==> src/rtl/uart_pkg.sv <==
// uart_pkg: shared types and constants for the UART transmit path.
// Frame: start, DATA_BITS data bits LSB first, optional parity, stop bit(s).
package uart_pkg;

  typedef enum logic [2:0] {
    ST_IDLE   = 3'd0,
    ST_START  = 3'd1,
    ST_DATA   = 3'd2,
    ST_PARITY = 3'd3,
    ST_STOP   = 3'd4
  } tx_state_t;

  localparam int   DATA_BITS   = 8;
  localparam logic START_LEVEL = 1'b0;
  localparam logic STOP_LEVEL  = 1'b1;
  localparam logic IDLE_LEVEL  = 1'b1;

  // Number of serial bit periods in one frame.
  function automatic int frame_bits(input int stop_bits, input bit parity_en);
    return 1 + DATA_BITS + (parity_en ? 1 : 0) + stop_bits;
  endfunction

endpackage

==> src/rtl/uart_baud_divider.sv <==
// uart_baud_divider: free-running 0..CLKS_PER_BIT-1 counter that flags the
// last clock of each serial bit period. clear restarts the count at 0 so a
// newly accepted frame gets a full-width start bit.
module uart_baud_divider #(
  parameter int CLKS_PER_BIT = 5
) (
  input  logic CLK,
  input  logic nRST,
  input  logic clear,
  output logic bit_end
);

  localparam int CW = (CLKS_PER_BIT > 1) ? $clog2(CLKS_PER_BIT) : 1;

  logic [CW-1:0] count;

  // Count clocks within a bit period, wrapping on the last one.
  always_ff @(posedge CLK or negedge nRST) begin
    if (!nRST) begin
      count <= '0;
    end else if (clear || bit_end) begin
      count <= '0;
    end else begin
      count <= count + 1'b1;
    end
  end

  assign bit_end = (count == CW'(CLKS_PER_BIT - 1));

endmodule

==> src/rtl/uart_transmitter.sv <==
// uart_transmitter: serialises one byte per accepted SEND onto TX.
// Optional odd parity bit after data bit 7 when UART_PARITY_EN is defined;
// the default build (macro undefined) sends no parity bit.
//
// state     | meaning
// ----------+-------------------------------------------------
// ST_IDLE   | line high, READY=1, waiting for SEND
// ST_START  | driving start bit (0)
// ST_DATA   | driving data bit bit_idx, LSB first
// ST_PARITY | driving odd parity bit (UART_PARITY_EN only)
// ST_STOP   | driving stop level for STOP_BITS bit periods
module uart_transmitter
  import uart_pkg::*;
#(
  parameter int CLKS_PER_BIT = 5,
  parameter int STOP_BITS    = 1
) (
  input  logic       CLK,
  input  logic       nRST,
  input  logic [7:0] DATA,
  input  logic       SEND,
  output logic       READY,
  output logic       DONE,
  output logic       TX
);

  tx_state_t  state;
  logic [7:0] shreg;
  logic [2:0] bit_idx;
  logic [1:0] stop_cnt;
  logic       accept;
  logic       bit_end;
`ifdef UART_PARITY_EN
  logic       par_bit;
`endif

  // READY is only high in ST_IDLE, so this is the only way a frame starts.
  assign accept = SEND && READY;

  uart_baud_divider #(
    .CLKS_PER_BIT (CLKS_PER_BIT)
  ) u_baud_divider (
    .CLK     (CLK),
    .nRST    (nRST),
    .clear   (accept),
    .bit_end (bit_end)
  );

`ifdef UART_PARITY_EN
  // Odd parity of the byte captured on accept.
  always_ff @(posedge CLK or negedge nRST) begin
    if (!nRST) begin
      par_bit <= 1'b0;
    end else if (accept) begin
      par_bit <= ~^DATA;
    end
  end
`endif

  // Frame sequencer: TX, READY and DONE are registered alongside the state so
  // each bit level appears on TX from the edge that enters its bit period.
  always_ff @(posedge CLK or negedge nRST) begin
    if (!nRST) begin
      state    <= ST_IDLE;
      shreg    <= '0;
      bit_idx  <= '0;
      stop_cnt <= '0;
      TX       <= IDLE_LEVEL;
      READY    <= 1'b1;
      DONE     <= 1'b0;
    end else begin
      DONE <= 1'b0;
      case (state)
        ST_IDLE: begin
          if (accept) begin
            shreg    <= DATA;
            bit_idx  <= '0;
            stop_cnt <= '0;
            READY    <= 1'b0;
            TX       <= START_LEVEL;
            state    <= ST_START;
          end
        end
        ST_START: begin
          if (bit_end) begin
            TX    <= shreg[0];
            state <= ST_DATA;
          end
        end
        ST_DATA: begin
          if (bit_end) begin
            if (bit_idx == 3'(DATA_BITS - 1)) begin
`ifdef UART_PARITY_EN
              TX    <= par_bit;
              state <= ST_PARITY;
`else
              TX    <= STOP_LEVEL;
              state <= ST_STOP;
`endif
            end else begin
              // Next bit is shreg[1] before the shift lands.
              TX      <= shreg[1];
              shreg   <= {1'b0, shreg[7:1]};
              bit_idx <= bit_idx + 1'b1;
            end
          end
        end
        ST_PARITY: begin
          if (bit_end) begin
            TX    <= STOP_LEVEL;
            state <= ST_STOP;
          end
        end
        ST_STOP: begin
          if (bit_end) begin
            if (stop_cnt == 2'(STOP_BITS - 1)) begin
              stop_cnt <= '0;
              READY    <= 1'b1;
              DONE     <= 1'b1;
              state    <= ST_IDLE;
            end else begin
              stop_cnt <= stop_cnt + 1'b1;
            end
          end
        end
        default: begin
          TX    <= IDLE_LEVEL;
          READY <= 1'b1;
          state <= ST_IDLE;
        end
      endcase
    end
  end

endmodule

==> config.mk <==
export PLATFORM = sky130hd
export DESIGN_NAME = uart_transmitter
export DESIGN_NICKNAME = d
export VERILOG_FILES = /design/src/rtl/uart_pkg.sv /design/src/rtl/uart_baud_divider.sv /design/src/rtl/uart_transmitter.sv
export SDC_FILE = /design/constraint.sdc
export NUM_CORES = 1
export LEC_CHECK = 0
export ABC_AREA = 1
export CELL_PAD_IN_SITES_DETAIL_PLACEMENT = 0
export CELL_PAD_IN_SITES_GLOBAL_PLACEMENT = 1
export CORE_MARGIN = 10
export CORE_UTILIZATION = 44
export DETAILED_ROUTE_END_ITERATION = 8
export HOLD_SLACK_MARGIN = 0.06
export PLACE_DENSITY = 0.91
export SLEW_MARGIN = 20
export SYNTH_ARGS = -nofsm -noshare
export SYNTH_HDL_FRONTEND = slang
export SYNTH_SLANG_ARGS = --single-unit
==> constraint.sdc <==
create_clock -name CLK -period 3.6 [get_ports CLK]
set_input_delay 0.72 -clock CLK [delete_from_list [all_inputs] [get_ports CLK]]
set_output_delay 0.72 -clock CLK [all_outputs]
set_load 0.01 [all_outputs]
After elaboration in Yosys (flattened, before gate mapping):

Cells that the tools add are included.
Widths: inputs -> output; s select.

* $add $sub $neg: 3
* multipliers: 0
* div/mod/pow operators: 0
* order comparisons: 0
* equal/unequal tests: 14
* shifts and indexed selects: 0
* multiplexer cells: 33
* bitwise gates (word level): 2
* reductions and logical operators: 12

Operators with widths (number)
* $mux 3: 11
* $mux 8: 3
* $pmux 8 s2: 1
* $pmux 3 s5: 1
* $mux 1: 10
* $ne 2x1->1 const B: 5
* $eq 3x3->1 const B: 3
* $reduce_and 4->1: 2
* $reduce_and 7->1: 1
* $add 3x1->3 const B: 2
* $eq 3x2->1 const B: 2
* $mux 2: 3
* $ne 2x2->1 const B: 3
* $pmux 3 s2: 1
* $pmux 1 s5: 1
* $reduce_and 5->1: 1
* $pmux 2 s2: 1
* $reduce_bool 2->1: 2
* $eq 3x1->1 const B: 1
* $logic_not 3->1: 1
* $pmux 1 s3: 1
* $reduce_and 3->1: 1
* $reduce_or 3->1: 1
* $add 2x1->2 const B: 1
* other kinds (4): 5

* bits in registers: 22
* bits in latches: 0
* memory bits (writable): 0
* ROM bits: 0
* bits of input ports: 11
* output and inout bits: 3
* logic and storage cells: 72
* memories: 0

Logic depth before layout (Yosys ltp):

Gate-level depths: netlist of run 1.

* word-level depth: 4
* depth in mapped cells: 10
* mapped depth without buffers: 9

Modules after synthesis:

Synthesis of run 1 repeated with hierarchy kept, for this count alone.

* cells, all modules: 168
* area, all modules: 1295.0 µm²

By module, submodules not included
* uart_transmitter: times used 1, cells each 148, area each 1133.6 µm², seq. area each 478.0 µm²
* uart_baud_divider: times used 1, cells each 20, area each 161.4 µm², seq. area each 75.1 µm²

Least setup slack after synthesis of run 1:

No wires, ideal clock.

* path kind: in2reg
* start point: input SEND
* end point: register bit_idx[0]
* setup time: 116 ps
* arrival: 1334 ps
* data required time: 3484 ps
* setup slack: 2149 ps
* stages: 8
* path buffers: 1
* cell sequence: nand2_1 -> nand3_4 -> nand2_1 -> inv_2 -> nand2_4 -> buf_8 -> nand2_2 -> nand2_1

* word-level cells in the longest chain between the ends: 3

Ends and longest elaborated chain
* from (decl): RTL line uart_transmitter.sv:21 `input logic SEND,`
* $logic_and 1x1->1: RTL line uart_transmitter.sv:38 `assign accept = SEND && READY;`
* $ne 2x1->1 (no source line)
* $reduce_and 4->1 (no source line)
* to (signal assigned): RTL line uart_transmitter.sv:104 `bit_idx <= bit_idx + 1'b1;`
* to (decl): RTL line uart_transmitter.sv:29 `logic [2:0] bit_idx;`

Every way passes these cells.
A chain may end at the register's enable or synchronous reset.

Final worst setup path of run 1:

* start point: register READY
* end point: output READY

RTL lines
* from (decl): RTL line uart_transmitter.sv:22 `output logic READY,`
* from (signal assigned): RTL line uart_transmitter.sv:69 `READY <= 1'b1;`
* from (signal assigned): RTL line uart_transmitter.sv:79 `READY <= 1'b0;`
* from (signal assigned): RTL line uart_transmitter.sv:118 `READY <= 1'b1;`

No word-level cell between the ends.

==> results of run 1 <==
==> worst max path at each step <==
| stage | cells past startpoint | slack, ps | startpoint | to |
|---|---|---|---|---|
| global route | 1 | 1410 | READY | READY |
| global placement | 8 | 1550 | SEND | bit_idx[2] |
| detailed placement | 8 | 1520 | SEND | bit_idx[2] |
| finish | 1 | 1490 | READY | READY |
| CTS | 1 | 1460 | READY | READY |
| floorplan | 8 | 2150 | SEND | bit_idx[0] |
==> power by group <==
| part | internal (W) | switching, W |
|---|---|---|
| clock network | 0.0000616 | 0.0000755 |
| logic | 0.000213 | 0.000395 |
| registers | 0.000343 | 0.0000801 |
==> registers in the layout, summed over array words and instances (netlist names) <==
register / count
bit_idx: 3
u_baud_divider.count: 3
TX: 1
state: 3
shreg: 8
stop_cnt: 2
DONE: 1
READY: 1
==> synth_stat cells (2+ instances only) <==
cell type | instances | share of area, %
nand3b_1 | 2 | 1.2
dfrtp_1 | 20 | 39
ha_1 | 6 | 5.8
buf_6 | 2 | 1.7
dfstp_2 | 2 | 4.1
nand2_1 | 52 | 15
nand4_1 | 2 | 0.97
o21ai_0 | 6 | 2.3
o21bai_1 | 2 | 1.2
nor2_1 | 12 | 3.5
inv_2 | 2 | 0.58
nand2_2 | 12 | 5.8
nand2_4 | 3 | 2.6
nor2_4 | 2 | 1.7
nand3_1 | 15 | 5.8
inv_1 | 14 | 4.1
==> per-layer routing <==
| metal | vias to the layer above | GRT usage, % | part of all wire, % |
|---|---|---|---|
| met1 | 473 | 12.9 | 49 |
| met5 | - | 0 | 0 |
| met2 | 14 | 15.5 | 45 |
| met4 | 0 | 2.69 | 0.52 |
| met3 | 2 | 2.26 | 4.6 |
| li1 | 529 | - | - |
==> final cells by class <==
class,count,area [sq um],share of cell area (%)
Clock buffer,4,36.3,2.51
Inverter,17,66.3,4.58
Timing Repair Buffer,13,125,8.65
Tap cell,31,38.8,2.68
Multi-Input combinational cell,117,627,43.3
Sequential cell,22,553,38.2
==> cells by family (layout without fill, tap and decap cells) <==
logic type               Yosys count  after routing  share of synthesized area (%)
buffers and inverters             21             34                           8.62
flip-flops                        22             22                           42.8
AND/OR/NAND/NOR                  101            101                           38.1
AO/OA/AOI/OAI                      9              9                           3.97
adder cells (fa/ha/maj)            6              6                           5.81
XOR/XNOR                           1              1                          0.678
==> through the flow <==
step                util (%)  setup WS [ps]  hold WS [ps]  instance area, sq um
CTS                     52.2           1460           474                  1450
floorplan                  -           2150           424                  1290
global route            52.0           1410           381                  1450
detailed placement      50.9           1520           457                  1420
finish                  52.0           1490           364                  1450
global placement        50.9           1550           446                  1420
==> results.tsv, run 1 <==
stage	metric	value	unit
outcome	status	complete, no violations	
cts	clk_path_buf_depth	2	
drt	ant_nets	0	
synthesis	avgSynthCellArea	8.07	sq um
power	total_power	0.00117	W
global_route	overflow	0	
synthesis	ys_types	22	
die	num_rows	19	
critical_path	path_buf_inv	1	
timing	slew_violations	0	
critical_path	reg2reg_to	bit_idx[2]	
timing	tightest_slew	512	ps
synthesis	synth-seq-cells	22	
place	place_congestion	0.817	
power	p_leak	0.780	nW
place	dp.final_hpwl	1820	microns
global_route	grt_usage	9.76	%
timing	skew	7.80	ps
synthesis	syn_nets	177	
cts	clk_pin_slew	130	ps
cts	cts_tree	built	
power	p_per_area	808	mW/mm^2
cts	hold_buffers	0	
synthesis	async_flop_share	100	%
timing	period_needed	2110	ps
die	die_h	74.2	microns
die	dieArea	0.00550	sq mm
timing	hold_violations	0	
critical_path	cpPeakStageDelay	560	ps
cts	cts_buffers	3	
critical_path	crit_arrival	1390	ps
final_layout	mostFrequentLayoutCells	nand2_1, dfrtp_1, nand3_1	
timing	setup_viol	0	
final_layout	layout_commonest_cell	nand2_1	
global_route	antenna_found_initial	0	
critical_path	cp_top_family	flip-flops	
die	start_util	46.4	%
critical_path	reg2reg_setup_slack	1980	ps
final_layout	finalNonFillerCells	204	
final_layout	drive_above_1_share	16.2	%
synthesis	yosysSeqAreaShare	42.8	%
critical_path	cp_max_fo	3	
timing	max_slew_margin	65.8	%
synthesis	synth_cells	160	
critical_path	slowest_stage	dfstp_2	
synthesis	yosysWarnings	0	
drt	drt_first_pass_iters	5	
critical_path	crit_chain	clkdlybuf4s50_1	
final_layout	final.fill_count	268	
critical_path	critPathKind	flip-flop to primary output	
critical_path	crit_required	2880	ps
worst_hold_path	min_path_type	input port to asynchronous set/reset pin	
global_route	grt_pass1_vias	1040	
timing	period_share	58.7	%
global_route	grt_first_pass_wirelength	4490	microns
critical_path	r2r-start	state[2]	
drt	wl_per_cell	12.2	microns
critical_path	cp-start-kind	flip-flop	
place	dp_cells	200	
drt	drt_iter0_drc	58	
cts	cts_resized	0	
final_layout	num_antenna_cells	0	
cts	clk_latency	300	ps
synthesis	synth_edf_count	0	
job	cap_viol_max_count	0	
critical_path	worstSetupEndpointType	primary output	
die	die-width	74.2	microns
timing	setup_tns	0	ps
synthesis	synth_area	0.00129	sq mm
cts	post_cts_buffers	0	
drt	drc	0	
place	port_buffers	13	
timing	max_freq	473	MHz
synthesis	synthFlopType	dfrtp_1	
global_route	grt_max_degree	23	
final_layout	layout.nets	191	
timing	rsz0062_at_grt	no	
die	core	0.00278	sq mm
power	ir_worst_vdd	0.555	mV
critical_path	rr_worst_depth	8	
drt	drt-total-wl	2480	microns
cts	tritoncts_num_sinks	22	
cts	cts_htree_levels	1	
final_layout	area_growth	12.0	%
drt	via_count	1018	
die	io_pins	14	
cts	cts-root-buf	clkbuf_4	
drt	via_per_inst	4.99	
No activity file was read; power rests on OpenSTA's default activity.
==> run 2, diff against run 1 <==
CORE_UTILIZATION = 41   (was 44)
PLACE_DENSITY = 0.86   (was 0.91)
clock period = 2 ns   (was 3.6 ns; I/O delays follow)
==> run 2 against run 1 <==
Effect of this change: utilization shrank 3.4 points; routed wire length shrank 2.9%; total power grew 76%; critical path depth is the same; hold slack gained 67 ps; non-clock buffer count grew 2; sequential share of layout area shrank 0.68 points; worst setup slack lost 1300 ps; die area grew 5.3%; via count shrank 0.98%; cell count grew 7.4%; highest routed layer unchanged.
==> results.tsv, run 2 (synthesis results as in run 1) <==
stage	metric	value	unit	change
critical_path	crit_required	1600	ps	was 2880 ps
job	cap_viol_max_count	0		unchanged
global_route	grt_pass1_vias	1057		was 1,040
timing	hold_slack	431	ps	was 364 ps
critical_path	critPathKind	flip-flop to primary output		unchanged
final_layout	layout_commonest_cell	nand2_1		unchanged
final_layout	largest_reg_flops	8		unchanged
global_route	grt_usage	8.92	%	was 9.76%
cts	post_cts_buffers	0		unchanged
drt	wl_per_cell	11.0	microns	was 12.2 microns
final_layout	area_growth	14.1	%	was 12.0%
drt	drc	0		unchanged
timing	hold_violations	0		unchanged
final_layout	multi_input_area	627	sq um	unchanged
timing	skew	10.4	ps	was 7.80 ps
timing	fin_ws	206	ps	was 1490 ps
power	combPwrFrac	53.1	%	was 52.0%
timing	slew_violations	0		unchanged
final_layout	mostFrequentLayoutCells	nand2_1, dfrtp_1, nand3_1		unchanged
power	p_int	0.00109	W	was 0.000618 W
critical_path	cpPeakStageDelay	560	ps	about the same
die	core	0.00303	sq mm	was 0.00278 sq mm
place	port_buffers	13		unchanged
drt	drt-total-wl	2410	microns	was 2480 microns
final_layout	layout.nets	193		was 191
timing	setup_tns	0	ps	unchanged
final_layout	num_antenna_cells	0		unchanged
power	p_per_area	1400	mW/mm^2	was 808 mW/mm^2
critical_path	path_buf_inv	1		unchanged
power	power.switching	0.000971	W	was 0.000550 W
cts	clk_latency	300	ps	about the same
timing	max_slew_margin	80.7	%	was 65.8%
global_route	antenna_found_initial	0		unchanged
critical_path	cp-start-kind	flip-flop		unchanged
cts	clk_pin_slew	130	ps	about the same
power	ir_worst_vdd	0.759	mV	was 0.555 mV
die	num_rows	20		was 19
die	dieArea	0.00579	sq mm	was 0.00550 sq mm
cts	cts-root-buf	clkbuf_4		unchanged
final_layout	final.fill_count	301		was 268
place	place_congestion	0.878		was 0.817
die	die_h	76.1	microns	was 74.2 microns
power	clockPowerShare	10.1	%	was 11.7%
drt	drt_first_pass_iters	5		unchanged
cts	cts_resized	0		unchanged
outcome	status	complete, no violations		unchanged
critical_path	crit_arrival	1390	ps	about the same
final_layout	drive_above_1_share	16.0	%	was 16.2%
place	post-place-ws	240	ps	was 1520 ps
timing	period_share	89.7	%	
drt	drt_iter0_drc	63		was 58
timing	rsz0062_at_grt	no		unchanged
timing	setup_viol	0		unchanged
cts	hold_buffers	0		unchanged
drt	via_per_inst	4.60		was 4.99
global_route	grt_first_pass_wirelength	4530	microns	was 4490 microns
drt	ant_nets	0		unchanged
timing	period_needed	1790	ps	
power	total_power	0.00206	W	was 0.00117 W
worst_hold_path	min_path_type	input port to asynchronous set/reset pin		unchanged
final_layout	fin_util	48.6	%	was 52.0%
cts	clk_path_buf_depth	2		unchanged
critical_path	crit_start	READY		unchanged
global_route	overflow	0		unchanged
global_route	grt_max_degree	23		unchanged
die	io_pins	14		unchanged
drt	via_count	1008		was 1,018
cts	cts_buffers	3		unchanged
critical_path	r2r-start	state[2]		unchanged
place	dp.final_hpwl	1800	microns	was 1820 microns
power	switching_share	47.1	%	about the same
timing	max_freq	557	MHz	
critical_path	cp_top_family	flip-flops		unchanged
cts	tritoncts_num_sinks	22		unchanged
power	p_leak	0.785	nW	was 0.780 nW
cts	cts_htree_levels	1		unchanged
die	start_util	42.6	%	was 46.4%
critical_path	crit_chain	clkdlybuf4s50_1		unchanged
final_layout	regMostFlops	shreg		unchanged
critical_path	worstSetupEndpointType	primary output		unchanged
critical_path	slowest_stage	dfstp_2		unchanged
critical_path	cp_max_fo	3		unchanged
die	die-width	76.1	microns	was 74.2 microns
timing	tightest_slew	289	ps	was 512 ps
power	seqPwrFrac	36.8	%	was 36.2%
cts	cts_tree	built		unchanged
final_layout	final-seq-area	553	sq um	unchanged
## run 2: path summary, 6_finish.rpt
kind	slack, ps	end	cells after the start
min in group CLK	480	u_baud_divider.count[0]	1
max in group asynchronous	1280	TX	2
max	210	READY	1
min	430	shreg[4]	2
max reg2reg	460	bit_idx[2]	8
min reg2reg	480	u_baud_divider.count[0]	1
## run 2: power by group through the flow
stage          registers, W  clock network (W)  logic (W)
6_report           0.000759           0.000207    0.00109
5_1_grt            0.000783           0.000238    0.00128
4_1_cts            0.000759           0.000218    0.00111
2_1_floorplan      0.000750                  0    0.00100
3_5_place_dp       0.000768                  0    0.00111
3_3_place_gp       0.000766                  0    0.00109
## run 2: layer usage
| metal | vias to the layer above | wire length, microns | global-route usage (%) |
|---|---|---|---|
| li1 | 532 | - | - |
| met1 | 457 | 1200 | 10.7 |
| met2 | 17 | 1140 | 15.5 |
| met3 | 2 | 64 | 1.65 |
| met4 | 0 | 14 | 2.97 |
| met5 | - | 0 | 0 |
## run 2: layout make-up
type	count	share of cell area, %
multi-input combinational	117	42.6
tap	44	3.74
timing repair buffer	15	9.86
clock buffer	4	1.78
sequential	22	37.6
inverter	17	4.50
## run 2: through the flow
step	instance area, sq um	cells
2_1_floorplan	1290	160
3_3_place_gp	1450	215
3_5_place_dp	1450	215
4_1_cts	1470	219
5_1_grt	1470	219
6_report	1470	219
==> run 3, diff against run 2 <==
CORE_UTILIZATION = 37   (was 41)
PLACE_DENSITY = 0.82   (was 0.86)
clock period = 1.5 ns   (was 2 ns; I/O delays follow)
==> run 3 against run 2 <==
Effect of this change: first-iteration DRC count down 44%; count of clock-buffer cells in the layout down 1; routed wire length up 5.5%; sequential share of layout area down 2.8 points; combinational power up 62%; utilization down 1.3 points; clock power up 120%; critical endpoint unchanged.
==> results.tsv, run 3 (synthesis results as in run 1) <==
stage	metric	value	unit	change
outcome	status	complete, no violations		unchanged
final_layout	regMostFlops	shreg		unchanged
final_layout	final.fill_count	357		was 301
place	dp.final_hpwl	1940	microns	was 1800 microns
critical_path	slowest_stage	dfstp_2		unchanged
place	place_congestion	0.822		was 0.878
die	io_pins	14		unchanged
critical_path	crit_arrival	1120	ps	was 1390 ps
critical_path	cp_max_fo	3		unchanged
power	ir_worst_vdd	0.890	mV	was 0.759 mV
final_layout	largest_reg_flops	8		unchanged
global_route	antenna_found_initial	0		unchanged
drt	via_per_inst	4.56		was 4.60
power	total_power	0.00324	W	was 0.00206 W
power	p_per_area	2030	mW/mm^2	was 1400 mW/mm^2
critical_path	worstSetupEndpointType	primary output		unchanged
drt	drc	0		unchanged
drt	wl_per_cell	11.0	microns	about the same
final_layout	layout.nets	203		was 193
die	core	0.00336	sq mm	was 0.00303 sq mm
timing	skew	8.39	ps	was 10.4 ps
timing	setup_viol	0		unchanged
final_layout	finalNonFillerCells	231		was 219
final_layout	area_growth	23.3	%	was 14.1%
cts	clk_latency	310	ps	was 300 ps
timing	max_slew_margin	79.8	%	was 80.7%
critical_path	cp_top_family	flip-flops		unchanged
worst_hold_path	min_path_type	input port to asynchronous set/reset pin		unchanged
timing	slew_violations	0		unchanged
cts	cts_buffers	3		unchanged
global_route	grt_usage	8.53	%	was 8.92%
place	port_buffers	13		unchanged
critical_path	critPathKind	flip-flop to primary output		unchanged
timing	max_freq	706	MHz	
drt	drt_iter0_drc	35		was 63
die	num_rows	21		was 20
job	cap_viol_max_count	0		unchanged
cts	cts-root-buf	clkbuf_4		unchanged
global_route	overflow	0		unchanged
drt	via_count	1054		was 1,008
critical_path	path_buf_inv	1		unchanged
drt	drt-total-wl	2550	microns	was 2410 microns
cts	cts_tree	built		unchanged
final_layout	layout_commonest_cell	nand2_1		unchanged
drt	ant_nets	0		unchanged
final_layout	post-route-cell-area	0.00159	sq mm	was 0.00147 sq mm
die	die-width	79.1	microns	was 76.1 microns
cts	tritoncts_num_sinks	22		unchanged
cts	clk_pin_slew	130	ps	about the same
global_route	grt_max_degree	23		unchanged
place	post_dp_cell_area	0.00150	sq mm	was 0.00145 sq mm
timing	hold_violations	0		unchanged
cts	cts_htree_levels	1		unchanged
power	p_leak	0.852	nW	was 0.785 nW
final_layout	fin_util	47.3	%	was 48.6%
place	dp_cells	224		was 215
final_layout	mostFrequentLayoutCells	nand2_1, dfrtp_1, nand3_1		unchanged
global_route	grt_first_pass_wirelength	4410	microns	was 4530 microns
die	dieArea	0.00625	sq mm	was 0.00579 sq mm
critical_path	crit_required	1200	ps	was 1600 ps
timing	tightest_slew	302	ps	was 289 ps
die	die_h	79.1	microns	was 76.1 microns
global_route	grt_pass1_vias	1004		was 1,057
drt	drt_first_pass_iters	4		was 5
timing	rsz0062_at_grt	no		unchanged
cts	clk_path_buf_depth	2		unchanged
critical_path	cpPeakStageDelay	570	ps	was 560 ps
die	start_util	38.4	%	was 42.6%
critical_path	cp-start-kind	flip-flop		unchanged
final_layout	drive_above_1_share	22.2	%	was 16.0%
critical_path	crit_chain	clkdlybuf4s15_1		was clkdlybuf4s50_1
final_layout	num_antenna_cells	0		unchanged
timing	period_share	94.4	%	
timing	hold_slack	329	ps	was 431 ps
timing	period_needed	1420	ps	
[run 3: power breakdown]
part           internal, W  leakage [nW]  switching, W
combinational     0.000736         0.543       0.00103
clock             0.000270        0.0279      0.000188
sequential        0.000824         0.281      0.000187
total              0.00183         0.852       0.00141
[run 3: path summary, 6_finish.rpt]
check                                        start                      end  slack [ps]  cells after the start
max reg2reg                             bit_idx[0]               bit_idx[2]          90                      8
max                                          READY                    READY          80                      1
min reg2reg                u_baud_divider.count[0]  u_baud_divider.count[0]         480                      1
max in group asynchronous                     nRST                       TX         880                      2
min in group CLK           u_baud_divider.count[0]  u_baud_divider.count[0]         480                      1
min                                           nRST                 shreg[3]         330                      2
[run 3: routing by layer]
layer	GRT usage, %	part of all wire (%)
met5	0	0
met4	2.69	0.51
met3	2.70	4.4
met2	14.0	48
met1	10.3	47
[run 3: repair_timing]
item | 4_1_cts | 5_1_grt
resized for setup | 3 | 5
pin swaps | 0 | 2
hold buffers | 0 | 0
buffers inserted | 0 | 3
endpoints found under the setup margin | 3 | 14
[run 3: cell type report]
cell class | instances | area (sq um) | area share, %
multi-input cells | 117 | 641 | 40.3
flip-flops and latches | 22 | 553 | 34.7
repair buffers | 25 | 221 | 13.9
inverters | 17 | 66.3 | 4.17
well taps | 46 | 57.6 | 3.62
clock inverters | 1 | 30.0 | 1.89
clock buffers | 3 | 22.5 | 1.42
[run 3: metrics by stage]
step	setup slack (ps)	setup TNS (ps)
global placement	18.6	0
CTS	7.77	0
finish	84.4	0
floorplan	150	0
global route	10.3	0
detailed placement	-38.2	-79.8
